### src/rtl/bsg_cache_dma_sram_responder.sv
// Memory-side responder for the bsg_cache DMA interface, backed by a single-port
// synchronous SRAM with one cycle of read latency.
module bsg_cache_dma_sram_responder #(
    parameter int unsigned addr_width_p          = 30,
    parameter int unsigned data_width_p          = 32,
    parameter int unsigned block_size_in_words_p = 8,
    parameter int unsigned els_p                 = 32768
) (
    input  logic                                             clk_i,
    input  logic                                             reset_n_i,

    input  logic [addr_width_p+block_size_in_words_p:0]      dma_pkt_i,
    input  logic                                             dma_pkt_v_i,
    output logic                                             dma_pkt_yumi_o,

    output logic [data_width_p-1:0]                          dma_data_o,
    output logic                                             dma_data_v_o,
    input  logic                                             dma_data_ready_i,

    input  logic [data_width_p-1:0]                          dma_data_i,
    input  logic                                             dma_data_v_i,
    output logic                                             dma_data_yumi_o,

    output logic                                             mem_v_o,
    output logic                                             mem_w_o,
    output logic [$clog2(els_p)-1:0]                         mem_addr_o,
    output logic [data_width_p-1:0]                          mem_data_o,
    input  logic [data_width_p-1:0]                          mem_data_i
);

    localparam int unsigned lg_els_lp   = $clog2(els_p);
    localparam int unsigned lg_block_lp = $clog2(block_size_in_words_p);
    localparam int unsigned lg_bytes_lp = $clog2(data_width_p / 8);
    localparam logic [lg_block_lp:0] block_cnt_lp = (lg_block_lp+1)'(block_size_in_words_p);
    localparam logic [lg_block_lp:0] last_word_lp = (lg_block_lp+1)'(block_size_in_words_p - 1);

    typedef enum logic [1:0] {StIdle, StRead, StWrite} state_e;

    logic                             pkt_write;
    logic [addr_width_p-1:0]          pkt_addr;
    logic [block_size_in_words_p-1:0] pkt_mask;
    logic [lg_els_lp-1:0]             pkt_base;

    assign {pkt_write, pkt_addr, pkt_mask} = dma_pkt_i;

    // Byte address -> word index, block aligned, then wrapped to the SRAM depth.
    assign pkt_base = {pkt_addr[lg_els_lp+lg_bytes_lp-1:lg_block_lp+lg_bytes_lp],
                       {lg_block_lp{1'b0}}};

    logic unused_addr_bits;
    assign unused_addr_bits = ^{pkt_addr[addr_width_p-1:lg_els_lp+lg_bytes_lp],
                                pkt_addr[lg_block_lp+lg_bytes_lp-1:0]};

    state_e                           state_q, state_d;
    logic [lg_els_lp-1:0]             base_q;
    logic [block_size_in_words_p-1:0] mask_q;
    logic [lg_block_lp:0]             cnt_q, cnt_d;
    logic [lg_block_lp:0]             deq_cnt_q, deq_cnt_d;
    logic                             inflight_q;
    logic [data_width_p-1:0]          fifo_mem_q [2];
    logic                             fifo_rd_q, fifo_wr_q;
    logic [1:0]                       fifo_cnt_q;

    logic                             deq;
    logic                             issue;
    logic [2:0]                       occupancy;
    logic [lg_els_lp-1:0]             word_addr;

    assign word_addr    = base_q | lg_els_lp'(cnt_q[lg_block_lp-1:0]);
    assign dma_data_v_o = (state_q == StRead) && (fifo_cnt_q != 2'd0);
    assign dma_data_o   = fifo_mem_q[fifo_rd_q];
    assign deq          = dma_data_v_o & dma_data_ready_i;

    // Slots committed after this cycle's dequeue; a new read only goes out if one is free.
    assign occupancy = {1'b0, fifo_cnt_q} + {2'b00, inflight_q} - {2'b00, deq};
    assign issue     = (state_q == StRead) && (cnt_q < block_cnt_lp) && (occupancy < 3'd2);

    always_comb begin
        state_d         = state_q;
        cnt_d           = cnt_q;
        deq_cnt_d       = deq_cnt_q;
        dma_pkt_yumi_o  = 1'b0;
        dma_data_yumi_o = 1'b0;
        mem_v_o         = 1'b0;
        mem_w_o         = 1'b0;
        mem_addr_o      = '0;
        mem_data_o      = '0;
        unique case (state_q)
            StIdle: begin
                dma_pkt_yumi_o = dma_pkt_v_i & reset_n_i;
                if (dma_pkt_v_i) begin
                    state_d   = pkt_write ? StWrite : StRead;
                    cnt_d     = '0;
                    deq_cnt_d = '0;
                end
            end
            StRead: begin
                if (issue) begin
                    mem_v_o    = 1'b1;
                    mem_addr_o = word_addr;
                    cnt_d      = cnt_q + 1'b1;
                end
                if (deq) begin
                    deq_cnt_d = deq_cnt_q + 1'b1;
                    if (deq_cnt_q == last_word_lp) begin
                        state_d = StIdle;
                    end
                end
            end
            StWrite: begin
                if (dma_data_v_i) begin
                    dma_data_yumi_o = 1'b1;
                    // Masked-off words are still consumed, just never written.
                    mem_v_o         = mask_q[cnt_q[lg_block_lp-1:0]];
                    mem_w_o         = 1'b1;
                    mem_addr_o      = word_addr;
                    mem_data_o      = dma_data_i;
                    cnt_d           = cnt_q + 1'b1;
                    if (cnt_q == last_word_lp) begin
                        state_d = StIdle;
                    end
                end
            end
            default: state_d = StIdle;
        endcase
    end

    always_ff @(posedge clk_i or negedge reset_n_i) begin
        if (!reset_n_i) begin
            state_q    <= StIdle;
            base_q     <= '0;
            mask_q     <= '0;
            cnt_q      <= '0;
            deq_cnt_q  <= '0;
            inflight_q <= 1'b0;
        end else begin
            state_q    <= state_d;
            cnt_q      <= cnt_d;
            deq_cnt_q  <= deq_cnt_d;
            inflight_q <= issue;
            if (dma_pkt_yumi_o) begin
                base_q <= pkt_base;
                mask_q <= pkt_mask;
            end
        end
    end

    // Two-entry output FIFO; the SRAM word lands here the cycle after its read issues.
    always_ff @(posedge clk_i or negedge reset_n_i) begin
        if (!reset_n_i) begin
            fifo_mem_q[0] <= '0;
            fifo_mem_q[1] <= '0;
            fifo_rd_q     <= 1'b0;
            fifo_wr_q     <= 1'b0;
            fifo_cnt_q    <= 2'd0;
        end else begin
            if (inflight_q) begin
                fifo_mem_q[fifo_wr_q] <= mem_data_i;
                fifo_wr_q             <= ~fifo_wr_q;
            end
            if (deq) begin
                fifo_rd_q <= ~fifo_rd_q;
            end
            fifo_cnt_q <= fifo_cnt_q + {1'b0, inflight_q} - {1'b0, deq};
        end
    end

endmodule

### config.mk
export PLATFORM = sky130hd
export DESIGN_NAME = bsg_cache_dma_sram_responder
export DESIGN_NICKNAME = d
export VERILOG_FILES = /design/src/rtl/bsg_cache_dma_sram_responder.sv
export SDC_FILE = /design/constraint.sdc
export NUM_CORES = 1
export LEC_CHECK = 0
export ABC_AREA = 1
export CAP_MARGIN = 20
export CORE_AREA = 2 2 135 84
export DETAILED_ROUTE_END_ITERATION = 7
export DIE_AREA = 0 0 137 86
export PLACE_DENSITY = 0.84
export REMOVE_ABC_BUFFERS = 1
export SYNTH_ARGS = -nofsm -noshare
export SYNTH_HDL_FRONTEND = slang
export SYNTH_SLANG_ARGS = --single-unit
### constraint.sdc
create_clock -name clk_i -period 5.1 [get_ports clk_i]
set_input_delay 0.51 -clock clk_i [delete_from_list [all_inputs] [get_ports clk_i]]
set_output_delay 0.51 -clock clk_i [all_outputs]
set_load 0.01 [all_outputs]
==> summary.md, run 1 <==
| Metric | Value |
|---|---|
| Status | `complete, no violations` |
| Rows | `29` |
| Final ANT Viol Nets | `0` |
| CP Data Required Time | `4590 ps` |
| Largest cells by area after synthesis | `dfrtp_1, nand2_1, o21ai_0, inv_1, nor2_1` |
| Met2 usage | `35.1%` |
| Post-Syn Area | `4840 µm²` |
| Die footprint | `11,800 µm²` |
| Vias | `4,444` |
| Pre-CTS setup slack | `1140 ps` |
| Slew HR | `31.3%` |
| Worst-path clk slew | `70 ps` |
| Critical path type | `reg -> out` |
| GPL Wtd Cong | `0.818` |
| Largest net degree at the start of global routing | `74` |
| Deepest clock path buffer count | `2` |
| Die width | `137 µm` |
| Hold slack | `73.4 ps` |
| GRT Total Usage | `21.7%` |
| First-pass GRT wire length | `20.4 mm` |
| Critical Path, Cell by Cell | `inv_1 > ha_1 > inv_2 > nor2_2 > nand2_2 > inv_1 > ha_1 > inv_1 > ha_1 > inv_1 > fa_1 > inv_1 > nor3_2 > nand2_2 > inv_2 > o21ai_4 > nor2_1 > clkdlybuf4s50_1` |
| Number of remaining DRC errors | `0` |
| Gr busiest metal | `met2` |
| Iteration-0 DRC Markers | `251` |
| CTS Buf Count | `9` |
| CTS-repair resized insts | `0` |
| Grt total ovfl | `0` |
| Final non-filler cell total | `943` |
| CTS tree | `built` |
| Share of layout cells above drive strength 1 | `5.72%` |
| Worst Clk Skew | `5.09 ps` |
| Max_cap viols | `0` |
| HPWL after detailed placement | `8.99 mm` |
| Io pins | `192` |
| Static Leakage | `3.48 nW` |
| Primary FF master, synth | `dfrtp_1` |
| CTS root buffer | `clkbuf_16` |
| Crit-path max cell delay | `510 ps` |
| Hold bufs inserted after CTS | `0` |
| Synth warnings | `0` |
| Final setup TNS | `0 ps` |
| Fmax | `232 MHz` |
| Hold crit path type | `in -> async` |
| Port Buffers | `173` |
| Mapped Avg Cell Area | `7.57 µm²` |
| Pre-antenna DRT Iters | `5` |
| Total wire length | `12.3 mm` |
| Fillers | `832` |
| CP top delay family | `adder cells` |
| Worst Max-Slew Pin Slew | `1030 ps` |
| GRT met3 Usage | `5.97%` |
| Worst setup slack after layout | `783 ps` |
| Worst-Skew Late Latency | `340 ps` |
| Count of state elements after synthesis | `99` |
| Final hold vios | `0` |
| Worst IR Drop VDD | `0.375 mV` |
| Most frequent cells in the layout | `nand2_1, clkdlybuf4s50_1, inv_1` |
| Top cell by count, worst path | `inv_1` |
| Synth Instances | `640` |
| Die height | `86 µm` |
| H-tree levels | `3` |
| Area fraction of the dominant cell type after synthesis | `51.2%` |
| P&R area growth vs syn | `43.7%` |
| Routed len/inst | `13.1 µm` |
| Placed Cells | `925` |
| Clk sinks | `99` |
| CP max FO | `15` |
| Post-synth EDFFs | `0` |
| Library cells used by synthesis | `27` |
| Worst setup SP type | `flop` |
| RSZ-0062 raised after global routing | `no` |
| Critical path capture point type | `output port` |
| Commonest non-fill, non-tap cell in the layout | `nand2_1` |
| Sequential area share after synthesis | `51.2%` |
| Via-to-Cell Ratio | `4.71` |
| Final Max Tran Viols | `0` |
| Cell Pwr Density | `539 nW/µm²` |
| Final Cycle Share | `84.6%` |
| Slowest CP cell | `clkdlybuf4s50_1` |
| Ant. Diodes | `0` |
| Crit path arrival time | `3810 ps` |
| Initial antenna violation count | `0` |
| Nets@finish | `916` |
| Met1 GRT Util | `29.2%` |
| Tmin final | `4320 ps` |
| Postcts setup bufs | `0` |
| Ys async rst share | `100%` |
| Yosys top cell by area | `dfrtp_1` |
| Vias in the first global route | `4,409` |
| CP Buf/Inv Count | `8` |
| Core Region | `10,500 µm²` |
| Starting Density | `46.3%` |
| Final setup fails | `0` |
synthesized netlist by cell type, types with 2 or more instances:
master	count
nand2_1	220
o21ai_0	91
clkbuf_1	25
xor2_1	3
buf_2	3
nand3_1	12
or2_2	3
dfrtp_1	99
nor2_1	44
inv_1	102
ha_1	8
inv_2	2
a21oi_1	2
nand2_2	4
nor2_2	10
flip-flops by register name (all words and copies together), names as in the netlist:
register	cells
fifo_mem_q	64
state_q	2
mask_q	8
cnt_q	4
fifo_cnt_q	2
base_q	12
fifo_wr_q	1
inflight_q	1
deq_cnt_q	4
fifo_rd_q	1
per-layer routing:
metal | part of all wire (%) | vias up
met5 | 0 | -
met4 | 0.91 | 0
met3 | 5.6 | 13
met2 | 48 | 115
met1 | 46 | 2087
li1 | - | 2229
path summary, 6_finish.rpt:
path / from / end / slack (ps) / depth (start not counted)
max: state_q[1] / mem_addr_o[4] / 780 / 18
min: reset_n_i / fifo_mem_q[10] / 70 / 1
max reg2reg: state_q[1] / cnt_q[2] / 2190 / 18
min reg2reg: fifo_mem_q[21] / fifo_mem_q[21] / 490 / 2
max in group asynchronous: reset_n_i / fifo_mem_q[34] / 3780 / 2
min in group clk_i: fifo_mem_q[21] / fifo_mem_q[21] / 490 / 2
layout make-up:
| type | instances | area [µm²] | area share (%) |
|---|---|---|---|
| sequential | 99 | 2480 | 35.6 |
| tap | 139 | 174 | 2.50 |
| multi-input combinational | 406 | 1850 | 26.5 |
| timing repair buffer | 178 | 1790 | 25.7 |
| inverter | 105 | 394 | 5.66 |
| clock buffer | 10 | 229 | 3.29 |
| clock inverter | 6 | 48.8 | 0.701 |
logic make-up (layout without fill, tap and decap cells):
family / Yosys count / count (layout) / share of synthesized area [%]
compound gates: 96 / 96 / 10.2
buf+inv: 135 / 299 / 10.8
simple gates: 297 / 297 / 24.6
flops: 99 / 99 / 51.2
fa+ha+maj: 9 / 9 / 2.48
xor+xnor: 4 / 4 / 0.724
power by group:
group          switching, mW  internal, mW
clock network          0.296         0.337
registers              0.200          1.16
logic                  0.929         0.830
stage by stage:
| stage | cell area, µm² | util, % | power (mW) |
|---|---|---|---|
| CTS | 6920 | 66.2 | 3.76 |
| floorplan | 4710 | - | 2.26 |
| global route | 6960 | 66.6 | 4.07 |
| finish | 6960 | 66.6 | 3.75 |
| global placement | 6640 | 63.6 | 3.03 |
| detailed placement | 6640 | 63.6 | 3.11 |
No activity file was read; power rests on OpenSTA's default activity.
==> run 2: changes to the inputs <==
CORE_AREA = 2 2 139 87   (was 2 2 135 84)
DIE_AREA = 0 0 141 89   (was 0 0 137 86)
PLACE_DENSITY = 0.8   (was 0.84)
clock period = 4.3 ns   (was 5.1 ns; I/O delays follow)
==> summary.md, run 2 (synthesis gave the netlist of run 1 again) <==
| Metric | Value |
|---|---|
| RSZ-0062 raised after global routing | `no` |
| Met1 GRT Util | `28.2% (-0.99 points)` |
| First-pass GRT wire length | `20.1 mm (-1.2%)` |
| Worst IR Drop VDD | `0.341 mV (-9.3%)` |
| Starting Density | `43.4% (-2.9 points)` |
| Worst-path clk slew | `70 ps (about the same)` |
| Number of flip-flops in the largest register | `64 (unchanged)` |
| Worst Max-Slew Pin Slew | `1040 ps (+11.7 ps)` |
| Multi-input gate area | `1860 µm² (+0.68%)` |
| Share of layout cells above drive strength 1 | `6.33% (+0.61 points)` |
| GRT met3 Usage | `4.93% (-1.0 points)` |
| Nets@finish | `918 (+0.22%)` |
| GPL Wtd Cong | `0.812 (-0.82%)` |
| Reg area | `2480 µm² (unchanged)` |
| H-tree levels | `3 (unchanged)` |
| Met2 usage | `32.4% (-2.6 points)` |
| CTS root buffer | `clkbuf_16` |
| Routed len/inst | `13.2 µm (+0.62%)` |
| Fmax | `246 MHz` |
| Ant. Diodes | `0 (unchanged)` |
| Fillers | `950 (+14%)` |
| Initial antenna violation count | `0 (unchanged)` |
| Crit path arrival time | `3630 ps (-180 ps)` |
| Io pins | `192 (unchanged)` |
| Tmin final | `4060 ps` |
| Port Buffers | `173 (unchanged)` |
| Max_cap viols | `0 (unchanged)` |
| Final setup TNS | `0 ps (unchanged)` |
| Post-layout util | `62.7% (-3.9 points)` |
| Total wire length | `12.5 mm (+1.4%)` |
| Core Region | `11,100 µm² (+6.7%)` |
| Worst Clk Skew | `4.41 ps (-0.676 ps)` |
| Critical path capture point type | `output port` |
| Static Leakage | `3.56 nW (+2.1%)` |
| Grt total ovfl | `0 (unchanged)` |
| Status | `complete, no violations` |
| CP Data Required Time | `3870 ps (-720 ps)` |
| Final Max Tran Viols | `0 (unchanged)` |
| Worst reg2reg setup slack | `1490 ps (-700 ps)` |
| Final ANT Viol Nets | `0 (unchanged)` |
| Number of remaining DRC errors | `0 (unchanged)` |
| Iteration-0 DRC Markers | `202 (-20%)` |
| CP max FO | `15 (unchanged)` |
| Pre-antenna DRT Iters | `5 (unchanged)` |
| Die height | `89 µm (+3.5%)` |
| Final Cycle Share | `94.4%` |
| P&R area growth vs syn | `44.4%` |
| Largest regs | `fifo_mem_q: 64 flops, base_q: 12 flops, mask_q: 8 flops` |
| Rows | `30 (+3.4%)` |
| Critical path type | `reg -> out` |
| GRT Total Usage | `19.9% (-1.8 points)` |
| CTS tree | `built` |
| Most frequent cells in the layout | `nand2_1, clkdlybuf4s50_1, inv_1` |
| Commonest non-fill, non-tap cell in the layout | `nand2_1` |
| Cell Pwr Density | `638 nW/µm² (+18%)` |
| Vias in the first global route | `4,254 (-3.5%)` |
| Gr busiest metal | `met2` |
| Vias | `4,398 (-1.0%)` |
| Most flops, register | `fifo_mem_q` |
| Clk sinks | `99 (unchanged)` |
| Worst setup SP type | `flop` |
| Deepest clock path buffer count | `2 (unchanged)` |
| Hold crit path type | `in -> async` |
| Worst setup slack after layout | `243 ps (-541 ps)` |
| CTS Buf Count | `9 (unchanged)` |
| Worst-Skew Late Latency | `330 ps (about the same)` |
| Die width | `141 µm (+2.9%)` |
| Final setup fails | `0 (unchanged)` |
| Via-to-Cell Ratio | `4.63 (-1.8%)` |
| Pre-CTS setup slack | `346 ps (-795 ps)` |
| HPWL after detailed placement | `9.36 mm (+4.1%)` |
| Final hold vios | `0 (unchanged)` |
| Slew HR | `30.5% (-0.78 points)` |
| Largest net degree at the start of global routing | `66 (-11%)` |
| Die footprint | `12,500 µm² (+6.5%)` |
==> run 2: cell count changes in the layout (fill, tap and decap cells not counted), sizes merged <==
cell	change
dlymetal6s2s	+3
clkdlybuf4s50	-3
buf	+2
clkbuf	-1
inv	+1
clkinv	+2
clkinvlp	-2
==> run 2: area by class of cell <==
class,instances,area share (%)
inverters,105,5.64
well taps,144,2.58
flip-flops and latches,99,35.4
clock buffers,9,3.22
repair buffers,180,25.8
clock inverters,7,0.805
multi-input cells,406,26.6
==> run 2: path summary, 6_finish.rpt <==
check | start | to | cells past startpoint
setup / recovery | state_q[1] | mem_addr_o[10] | 19
hold / removal | reset_n_i | deq_cnt_q[0] | 2
setup reg to reg | state_q[1] | cnt_q[1] | 18
hold reg to reg | fifo_mem_q[28] | fifo_mem_q[28] | 2
max in group asynchronous | reset_n_i | mask_q[1] | 3
min in group clk_i | reset_n_i | mask_q[6] | 4
==> run 2: power breakdown <==
group | internal, mW | switching, mW | leakage (nW)
clock | 0.402 | 0.353 | 0.142
sequential | 1.38 | 0.238 | 1.19
combinational | 0.980 | 1.11 | 2.22
total | 2.76 | 1.70 | 3.56
==> run 2: stage by stage <==
stage | instances | hold slack (ps) | cell area [µm²] | power, mW
after floorplan | 610 | 134 | 4710 | 2.68
after global placement | 933 | 465 | 6670 | 3.61
after detailed placement | 933 | 473 | 6670 | 3.71
after CTS | 950 | 265 | 6970 | 4.50
after global routing | 950 | 299 | 6990 | 4.83
final | 950 | 251 | 6990 | 4.46
==> run 2: timing repair <==
action                     4_1_cts  5_1_grt
setup endpoints to repair       10       15
hold buffers                     0        0
pin swaps                        1        0
gates resized for setup          0        6
setup buffers                    1        0
==> run 2: per-layer routing <==
metal	part of all wire [%]	vias up	wire length [µm]
met5	0	-	0
met4	0.23	0	29
met3	5.5	5	684
met2	47	113	5850
met1	47	2041	5940
li1	-	2239	-
==> run 2: critical path, cell delays in order, from the launching register on <==
cell             delay (ps)
dfrtp_1                 420
inv_2                   100
ha_4                    170
inv_2                    60
nor2_2                  150
nand2_2                 100
inv_1                    80
ha_1                    220
inv_1                    60
ha_1                    140
inv_1                    60
fa_1                    470
inv_1                    60
nor3_2                  130
nand2_2                 110
inv_2                    90
o21ai_4                  60
buf_12                  160
nor2_1                  100
clkdlybuf4s50_1         550
